[src/rtl/rom_sdram_writer.sv]
// rom_sdram_writer: FIFO-buffered bridge from ROM loader write strobes to one-at-a-time SDRAM req/ack writes.
// Defining ROM_WR_CHECKSUM_EN adds a running 16-bit checksum of accepted words.
module rom_sdram_writer #(
  parameter int DEPTH_LOG2  = 3,
  parameter int WAIT_MARGIN = 2
) (
  input  logic        clk_sys,
  input  logic        nreset,
  input  logic        wr_68k,
  input  logic        wr_tiles,
  input  logic        wr_sprites,
  input  logic        wr_theme,
  input  logic [25:0] wr_addr,
  input  logic [15:0] wr_data,
  output logic        sdram_req,
  output logic [24:0] sdram_addr,
  output logic [15:0] sdram_din,
  input  logic        sdram_ack,
  output logic        ioctl_wait,
  output logic        drained,
  output logic        overflow,
  output logic [15:0] checksum
);
  localparam int DEPTH = 1 << DEPTH_LOG2;
  localparam logic [DEPTH_LOG2:0] L_FULL = (DEPTH_LOG2+1)'(DEPTH);
  localparam logic [DEPTH_LOG2:0] L_WAIT = (DEPTH_LOG2+1)'(DEPTH - WAIT_MARGIN);
  typedef enum logic {S_IDLE, S_REQ} state_t;
  state_t r_state, w_state_nxt;
  logic [40:0] r_mem [DEPTH];
  logic [DEPTH_LOG2-1:0] r_wptr, r_rptr;
  logic [DEPTH_LOG2:0] r_count;
  logic r_any_wr_q, w_any_wr, w_push, w_accept, w_issue, w_pop, w_unused;
  assign w_any_wr = wr_68k | wr_tiles | wr_sprites | wr_theme;
  assign w_push = w_any_wr & ~r_any_wr_q;
  assign w_accept = w_push & (r_count != L_FULL);
  assign w_issue = (r_state == S_IDLE) & (r_count != '0);
  assign w_pop = (r_state == S_REQ) & sdram_ack;
  assign w_unused = wr_addr[25];
  assign drained = (r_state == S_IDLE) & (r_count == '0) & ~sdram_req;
  always_comb w_state_nxt = w_issue ? S_REQ : w_pop ? S_IDLE : r_state;
  always_ff @(posedge clk_sys)
    r_state <= !nreset ? S_IDLE : w_state_nxt;
  always_ff @(posedge clk_sys)
    if (w_accept) r_mem[r_wptr] <= {wr_addr[24:0], wr_data};
  always_ff @(posedge clk_sys) begin
    if (!nreset) begin
      r_any_wr_q <= 1'b0;
      r_count    <= '0;
      r_wptr     <= '0;
      r_rptr     <= '0;
      ioctl_wait <= 1'b0;
      overflow   <= 1'b0;
      sdram_req  <= 1'b0;
      sdram_addr <= '0;
      sdram_din  <= '0;
    end else begin
      r_any_wr_q <= w_any_wr;
      r_count    <= r_count + (DEPTH_LOG2+1)'(w_accept) - (DEPTH_LOG2+1)'(w_pop);
      ioctl_wait <= r_count >= L_WAIT;
      overflow   <= overflow | (w_push & ~w_accept);
      if (w_accept) r_wptr <= r_wptr + DEPTH_LOG2'(1);
      if (w_pop) r_rptr <= r_rptr + DEPTH_LOG2'(1);
      if (w_issue) begin
        sdram_req <= 1'b1;
        {sdram_addr, sdram_din} <= r_mem[r_rptr];
      end else if (w_pop) begin
        sdram_req <= 1'b0;
      end
    end
  end
`ifdef ROM_WR_CHECKSUM_EN
  always_ff @(posedge clk_sys)
    if (!nreset) checksum <= '0;
    else if (w_accept) checksum <= checksum + wr_data;
`else
  assign checksum = 16'h0000;
`endif
endmodule
[config.mk]
export PLATFORM = sky130hd
export DESIGN_NAME = rom_sdram_writer
export DESIGN_NICKNAME = d
export VERILOG_FILES = /design/src/rtl/rom_sdram_writer.sv
export SDC_FILE = /design/constraint.sdc
export NUM_CORES = 1
export LEC_CHECK = 0
export ABC_AREA = 1
export CORE_ASPECT_RATIO = 2
export CORE_UTILIZATION = 55
export DETAILED_ROUTE_END_ITERATION = 8
export GPL_ROUTABILITY_DRIVEN = 0
export PLACE_DENSITY = 0.74
export RECOVER_POWER = 25
export SYNTH_ARGS = -nofsm -noshare
export SYNTH_HDL_FRONTEND = slang
export SYNTH_SLANG_ARGS = --single-unit
[constraint.sdc]
create_clock -name clk_sys -period 7.7 [get_ports clk_sys]
set_input_delay 2.31 -clock clk_sys [delete_from_list [all_inputs] [get_ports clk_sys]]
set_output_delay 2.31 -clock clk_sys [all_outputs]
set_load 0.005 [all_outputs]
==> results.json, run 1 <==
{
  "finClkSkew_ns": 0.00759,
  "setup_viol": 0,
  "multi_input_area_sq_um": 3510,
  "drc": 0,
  "firstDrtPassIters": 5,
  "grt_pass1_wl_um": 53600,
  "hold_violations": 0,
  "ys.flop_type": "edfxtp_1",
  "row_count": 88,
  "min_path_type": "flip-flop to flip-flop",
  "fp.dieW_um": 123,
  "p_leak_uw": 0.00788,
  "finalCriticalPeriod_ns": 4.31,
  "arrival_ns": 4.76,
  "drive_gt1_share_pct": 4.42,
  "maxSlewViolCount": 0,
  "yosysSeqAreaShare_pct": 67.8,
  "holdBufCountCts": 0,
  "drtIter0Drc": 662,
  "power_density_nw_per_um2": 296,
  "yosysUniqueCellTypes": 25,
  "synth_top_area_share_pct": 61.0,
  "cts_root_buffer": "clkbuf_16",
  "final_net_count": 1709,
  "post_drt_wl_per_cell_um": 17.1,
  "final_util_pct": 63.3,
  "cts_tree": "yes",
  "ys_warn_count": 0,
  "max-cap-violations": 0,
  "synth_top_cell_by_area": "edfxtp_1",
  "syn_inst": 1588,
  "synth_seq_cells": 383,
  "synth_area_per_cell_sq_um": 10.2,
  "cts_setup_buffers": 0,
  "cp-start-kind": "input port",
  "cp.required_ns": 8.16,
  "seqCellArea_sq_um": 11000,
  "worst_slack_ns": 3.39,
  "start_util_pct": 56.0,
  "clock_latency_ns": 0.57,
  "die_area_sq_um": 30100,
  "ir_worst_vdd_mv": 0.207,
  "routed-via-count": 10841,
  "antenna_found_initial": 4,
  "grt_max_degree": 95,
  "synth_area_leaders": "edfxtp_1 (61%), nand2_1 (8.9%), inv_1 (8.1%)",
  "drtAntennaViolNets": 0,
  "post_cts_resized": 0,
  "critPathKind": "input port to flip-flop",
  "cts.sinks": 383,
  "num_io_pins": 110,
  "synth_edf_count": 328,
  "grt_pass1_vias": 10498,
  "hold_ws_ns": 0.488,
  "pre_cts_slack_ns": 2.79,
  "cts_inserted_buffers": 31,
  "grt-ovfl-total": 0,
  "area_growth_pct": 13.0,
  "fillers": 2195,
  "max_freq_mhz": 232,
  "cp_max_fo": 14,
  "fin_crit_sh_pct": 55.9,
  "synth_top_cells_by_count": "nand2_1 (384), inv_1 (347), edfxtp_1 (328), nand3_1 (248), dfxtp_1 (55)",
  "grt.total_usage_pct": 23.6,
  "end_kind": "flip-flop",
  "syn-cell-area_sq_um": 16200,
  "clkTransAtPathRegs_ns": 0.07,
  "drt-vias-per-instance": 5.32,
  "async_reset_ff_share_pct": 0,
  "io_buffer_count": 92,
  "rsz0062_at_grt": "false",
  "die_height_um": 244,
  "core-area_sq_um": 28800,
  "slew_headroom_pct": 21.5,
  "yosysMostFrequentCell": "nand2_1",
  "cts_buffer_depth": 3,
  "setup_tns_ns": 0,
  "cts.htree.levels": 1,
  "finalPower_uw": 5400,
  "drt_wl_total_um": 34800,
  "tightest_slew_ns": 1.18,
  "place_hpwl_um": 18100,
  "status": "finished clean"
}
[per-stage QoR]
step	instances	cell area (sq um)
after global routing	2036	18300
after global placement	1977	17300
after CTS	2033	18300
after detailed placement	1977	17300
final	2036	18300
after floorplan	1603	16200
[final cells by class]
class,count,area share [%]
clock buffers,43,4.66
well taps,360,2.47
repair buffers,107,5.63
inverters,350,7.21
multi-input cells,777,19.2
flip-flops and latches,383,60.0
diodes,3,0.0411
clock inverters,13,0.754
[routing by layer]
layer  GRT usage [%]  routed length (um)  vias to the layer above
met5               0                   0                        -
li1                -                   -                     5165
met2            43.1               18600                      385
met3            2.29                1840                       87
met1            27.1               13000                     5204
met4            11.1                1390                        0
[critical path: stages]
cell and delay [ns]:
clkdlybuf4s50_1 0.46, nor2_1 0.04, nand2_1 0.10, nand3_1 0.47, ha_1 0.51, inv_1 0.04, ha_1 0.20, fa_1 0.42
xnor2_1 0.14, nor2_1 0.06
[layout by cell type, fill, tap and decap left out, drive strengths merged, types with 3 or more instances in the layout]
| cell | count |
|---|---|
| a21oi | 49 |
| nor3 | 9 |
| diode | 3 |
| dfxtp | 55 |
| edfxtp | 328 |
| bufinv | 3 |
| inv | 349 |
| nand2 | 385 |
| nand3 | 248 |
| ha | 9 |
| o21ai | 47 |
| clkdlybuf4s50 | 66 |
| conb | 16 |
| buf | 16 |
| nor2 | 9 |
| clkbuf | 43 |
| dlygate4sd3 | 25 |
| clkinv | 11 |
[logic make-up (layout without fill, tap and decap cells)]
kind of cell             after synthesis  count (layout)  synth area share (%)
AND/OR/NAND/NOR                      652             652                  17.2
adder cells (fa/ha/maj)               10              10                 0.821
other                                  1              19                0.0232
buffers and inverters                443             513                  11.1
XOR/XNOR                               2               2                 0.108
AO/OA/AOI/OAI                         97              97                  3.02
flip-flops                           383             383                  67.8
[registers in the layout, summed over array words and instances, names as in the netlist]
signal,cells
r_mem,328
sdram_addr,25
sdram_din,16
r_count,4
r_rptr,3
r_wptr,3
ioctl_wait,1
overflow,1
r_any_wr_q,1
sdram_req,1
[where the power goes]
part           total, uW  switching, uW  internal [uW]
clock network       1550            686            868
logic               1210            737            475
registers           2640            135           2500
total               5400           1560           3850
[worst paths after layout]
check	startpoint	to	slack, ns	cells past startpoint
worst max-delay path	wr_sprites	r_count[2]$_SDFF_PN0_	3.39	10
worst min-delay path	overflow$_SDFF_PN0_	overflow$_SDFF_PN0_	0.49	2
worst max register to register	r_rptr[0]$_SDFFE_PN0P_	sdram_addr[8]$_SDFFE_PN0P_	4.60	7
worst min register to register	overflow$_SDFF_PN0_	overflow$_SDFF_PN0_	0.49	2
Note: power is estimated with default switching activity, not from simulation.
==> run 2: changes to the inputs <==
- CORE_UTILIZATION: 55 -> 53
- PLACE_DENSITY: 0.74 -> 0.75
- clock period: 7.7 -> 3.6 ns (I/O delays scaled with it)
==> run 2 against run 1 <==
  * The run now ends with DRC left
  * Sequential power is 110% higher
  * Clock power is 140% higher
  * Via count is 1.4% lower
  * First-iteration DRC count is 47% higher
  * Cell count is 0.64% higher
  * Core utilization is 1.5 points lower
  * Non-clock buffer count is 7 higher
  * Highest routed layer unchanged
  * Combinational power is 120% higher
  * Critical endpoint is now drained
==> results.json, run 2 (synthesis results as in run 1) <==
{
  "num_io_pins": 110,
  "setup_viol": 0,
  "arrival_ns": 1.84,
  "mostFrequentLayoutCell": "nand2_1",
  "power_density_nw_per_um2": 648,
  "cp-start-kind": "flip-flop",
  "top_register": "r_mem",
  "status": "finished, violations left",
  "core-area_sq_um": 30100,
  "p_int_uw": 8640,
  "failed_checks": "DRC",
  "rsz0062_at_grt": "false",
  "p_seq_share_pct": 46.0,
  "drtAntennaViolNets": 0,
  "antenna_found_initial": 1,
  "fp.dieW_um": 125,
  "routed-via-count": 10691,
  "ir_worst_vdd_mv": 0.381,
  "cts_tree": "yes",
  "die_height_um": 249,
  "post_cts_resized": 0,
  "finClkSkew_ns": 0.0143,
  "p_sw_uw": 3400,
  "cts_root_buffer": "clkbuf_16",
  "fillers": 2239,
  "end_kind": "primary output",
  "reg_top3": "r_mem x328, sdram_addr x25, sdram_din x16",
  "tightest_slew_ns": 1.13,
  "worst_slack_ns": 0.675,
  "p_leak_uw": 0.00801,
  "hold_violations": 0,
  "grt_pass1_vias": 10508,
  "final_cell_mix": "nand2_1 (384), inv_1 (346), edfxtp_1 (328)",
  "comb_power_share_pct": 22.5,
  "grt.total_usage_pct": 22.1,
  "maxSlewViolCount": 0,
  "final_net_count": 1715,
  "die_area_sq_um": 31200,
  "drtIter0Drc": 972,
  "drt-vias-per-instance": 5.22,
  "post_drt_wl_per_cell_um": 16.5,
  "finalCriticalPeriod_ns": 2.92,
  "grt_max_degree": 166,
  "drt_wl_total_um": 33700,
  "seqCellArea_sq_um": 11000,
  "cts.htree.levels": 1,
  "final_util_pct": 61.8,
  "largest_reg_flops": 328,
  "fin_crit_sh_pct": 81.2,
  "swShare_pct": 28.2,
  "drc": 14,
  "slew_headroom_pct": 24.8,
  "max-cap-violations": 0,
  "cts.sinks": 383,
  "grt-ovfl-total": 0,
  "clock_latency_ns": 0.58,
  "row_count": 90,
  "cts_inserted_buffers": 30,
  "pre_cts_slack_ns": 0.520,
  "holdBufCountCts": 0,
  "min_path_type": "flip-flop to flip-flop",
  "multi_input_area_sq_um": 3510,
  "firstDrtPassIters": 8,
  "io_buffer_count": 92,
  "cts_setup_buffers": 0,
  "critPathKind": "flip-flop to primary output",
  "place_hpwl_um": 18200,
  "drive_gt1_share_pct": 5.54,
  "grt_pass1_wl_um": 53400,
  "cp_max_fo": 3,
  "max_freq_mhz": 342,
  "start_util_pct": 53.7,
  "cp.required_ns": 2.52,
  "finalPower_uw": 12000,
  "area_growth_pct": 15.0,
  "cts_buffer_depth": 3,
  "clkTransAtPathRegs_ns": 0.07,
  "p_clk_share_pct": 31.5
}
==> run 2: through the flow <==
step                      hold slack [ns]  cells  setup TNS [ns]  cell area [sq um]
after CTS                           0.495   2048               0              18600
after floorplan                     0.462   1603         -395.08              16200
after global placement              0.459   1992               0              17400
final                               0.487   2049               0              18600
after detailed placement            0.476   1992               0              17400
after global routing                0.523   2048               0              18600
==> run 2: power by group through the flow <==
stage / logic (uW) / clock network, uW / registers (uW)
after floorplan: 1610 / 0 / 5640
after global placement: 2630 / 0 / 5610
after detailed placement: 2720 / 0 / 5630
after CTS: 2740 / 3840 / 5540
after global routing: 3030 / 4000 / 5590
final: 2710 / 3790 / 5540
==> run 2: area by class of cell <==
class / count / area share, %
sequential: 383 / 59.0
multi-input combinational: 777 / 18.9
inverter: 350 / 7.09
timing repair buffer: 114 / 6.29
clock buffer: 34 / 4.29
tap: 368 / 2.48
clock inverter: 22 / 1.97
antenna: 1 / 0.0135
==> run 2: worst paths after layout <==
| path | start | endpoint | slack, ns | cells after the start |
|---|---|---|---|---|
| hold / removal | overflow$_SDFF_PN0_ | overflow$_SDFF_PN0_ | 0.49 | 2 |
| hold reg to reg | overflow$_SDFF_PN0_ | overflow$_SDFF_PN0_ | 0.49 | 2 |
| setup reg to reg | r_count[2]$_SDFF_PN0_ | r_count[2]$_SDFF_PN0_ | 1.46 | 10 |
| setup / recovery | r_count[3]$_SDFF_PN0_ | drained | 0.68 | 5 |
==> run 2: worst max-delay path, cell delays in order (launching register included) <==
cell	delay, ns
dfxtp_1	0.32
inv_1	0.11
ha_1	0.18
nand2_2	0.07
nor2_1	0.09
clkdlybuf4s50_1	0.51
==> run 2: metal layers <==
layer / GRT usage (%) / share of wire, %
met4: 10.7 / 3.5
met5: 0 / 0
met3: 2.49 / 5.5
met2: 40.0 / 52
met1: 25.9 / 39
==> run 3: changes to the inputs <==
- clock period: 3.6 -> 2.6 ns (I/O delays scaled with it)
==> run 3 against run 2 <==
  * The flow still finishes with violations (DRC)
  * Critical path type is now input port to flip-flop
  * Sequential share of layout area fell by 0.88 points
  * Core utilization rose by 0.94 points
  * Die area did not move
  * Clock skew fell by 0.0043 ns
==> results.json, run 3 (synthesis results as in run 1) <==
{
  "p_sw_uw": 4820,
  "grt-ovfl-total": 0,
  "swShare_pct": 28.9,
  "status": "finished, violations left",
  "p_seq_share_pct": 46.1,
  "reg_top3": "r_mem x328, sdram_addr x25, sdram_din x16",
  "cp-start-kind": "input port",
  "worst_slack_ns": 0.344,
  "worst_path_max_delay_cell": "clkdlybuf4s50_1",
  "dpl-instance-area_sq_um": 17700,
  "ir_worst_vdd_mv": 0.846,
  "min_path_type": "flip-flop to flip-flop",
  "num_io_pins": 110,
  "top_register": "r_mem",
  "comb_power_share_pct": 23.7,
  "finalCriticalPeriod_ns": 2.26,
  "final_net_count": 1735,
  "cp.required_ns": 3.01,
  "area_growth_pct": 16.8,
  "final_cell_mix": "nand2_1 (383), inv_1 (344), edfxtp_1 (328)",
  "mostFrequentLayoutCell": "nand2_1",
  "drt_wl_total_um": 35300,
  "p_clk_share_pct": 30.2,
  "hold_violations": 0,
  "post_drt_wl_per_cell_um": 17.0,
  "critPathLaunch": "wr_tiles",
  "antenna_found_initial": 1,
  "fin_cells": 2071,
  "firstDrtPassIters": 7,
  "failed_checks": "DRC",
  "slew_headroom_pct": 47.9,
  "pre_cts_slack_ns": -0.209,
  "arrival_ns": 2.67,
  "core-area_sq_um": 30100,
  "p_int_uw": 11900,
  "cp_common_cell": "ha_1",
  "fillers": 2276,
  "post-route-cell-area_sq_um": 18900,
  "critPathKind": "input port to flip-flop",
  "clock_latency_ns": 0.52,
  "grt_pass1_wl_um": 55700,
  "cts_inserted_buffers": 34,
  "worstHoldStart": "overflow$_SDFF_PN0_",
  "drc": 9,
  "slowest_delay_ns": 0.50,
  "setup_viol": 0,
  "cts_tree": "yes",
  "max-cap-violations": 0,
  "cts.htree.levels": 2,
  "drtAntennaViolNets": 0,
  "fp.dieW_um": 125,
  "maxSlewViolCount": 0,
  "cts.sinks": 383,
  "drtIter0Drc": 666,
  "end_kind": "flip-flop",
  "grt.total_usage_pct": 23.2,
  "final_util_pct": 62.7,
  "cts_setup_buffers": 0,
  "cp_max_fo": 2,
  "cts_root_buffer": "clkbuf_16",
  "drive_gt1_share_pct": 6.52,
  "holdBufCountCts": 0,
  "finClkSkew_ns": 0.00998,
  "hold_ws_ns": 0.486,
  "path_delay_family": "adder cells",
  "p_leak_uw": 0.00817,
  "power_density_nw_per_um2": 885,
  "io_buffer_count": 92,
  "drt-vias-per-instance": 5.26,
  "cts_buffer_depth": 3,
  "largest_reg_flops": 328,
  "critical_path_buf_inv_count": 2,
  "rsz0062_at_grt": "false",
  "place_hpwl_um": 21200,
  "post_cts_resized": 0,
  "tightest_slew_ns": 0.781,
  "r2r_start": "r_count[2]$_SDFF_PN0_",
  "clkTransAtPathRegs_ns": 0.06,
  "start_util_pct": 53.7,
  "dp_cells": 2008,
  "max_freq_mhz": 443,
  "fin_crit_sh_pct": 86.8,
  "die_height_um": 249,
  "row_count": 90,
  "grt_max_degree": 84,
  "crit_chain": "clkdlybuf4s50_1 > nor2_4 > nand2_2 > nand3_4 > ha_1 > inv_1 > ha_1 > fa_1 > xnor2_1 > nor2_1",
  "grt_pass1_vias": 10887,
  "die_area_sq_um": 31200,
  "routed-via-count": 10895
}
==> run 3: area by class of cell <==
| class | count | area (sq um) | area share [%] |
|---|---|---|---|
| Antenna cell | 1 | 2.50 | 0.0133 |
| Clock buffer | 45 | 986 | 5.23 |
| Clock inverter | 17 | 138 | 0.730 |
| Inverter | 350 | 1320 | 6.98 |
| Multi-Input combinational cell | 777 | 3590 | 19.0 |
| Sequential cell | 383 | 11000 | 58.1 |
| Tap cell | 368 | 460 | 2.44 |
| Timing Repair Buffer | 130 | 1420 | 7.51 |
==> run 3: per-layer routing <==
layer,vias up,global-route usage (%),routed length [um]
met3,69,2.71,1840
met2,352,43.5,19600
met5,-,0,0
li1,5223,-,-
met4,0,11.1,1080
met1,5251,25.7,12700
==> run 3: worst register-to-register path, cell delays in order, from the launching register on <==
cell and delay [ns]:
dfxtp_1 0.36, inv_2 0.06, ha_1 0.20, nand2_1 0.16, nand3_4 0.10, ha_1 0.29, inv_1 0.05, ha_1 0.20
fa_1 0.42, xnor2_1 0.15, nor2_1 0.06
==> run 3: final timing paths <==
check,slack (ns),depth (start not counted),to
hold / removal,0.49,2,overflow$_SDFF_PN0_
setup reg to reg,0.43,10,r_count[2]$_SDFF_PN0_
setup / recovery,0.34,10,r_count[2]$_SDFF_PN0_
hold reg to reg,0.49,2,overflow$_SDFF_PN0_
==> run 3: power groups by stage <==
stage	Clock [uW]	Combinational (uW)	Sequential (uW)
after floorplan	0	2300	7800
after CTS	5100	4010	7700
after detailed placement	0	3970	7820
final	5050	3950	7700
after global routing	5340	4380	7770
after global placement	0	3860	7810
==> run 3: per-stage QoR <==
| step | setup TNS (ns) | total power (uW) |
|---|---|---|
| after floorplan | 0 | 10100 |
| after global placement | -0.473 | 11700 |
| after detailed placement | -0.606 | 11800 |
| after CTS | 0 | 16800 |
| after global routing | 0 | 17500 |
| final | 0 | 16700 |
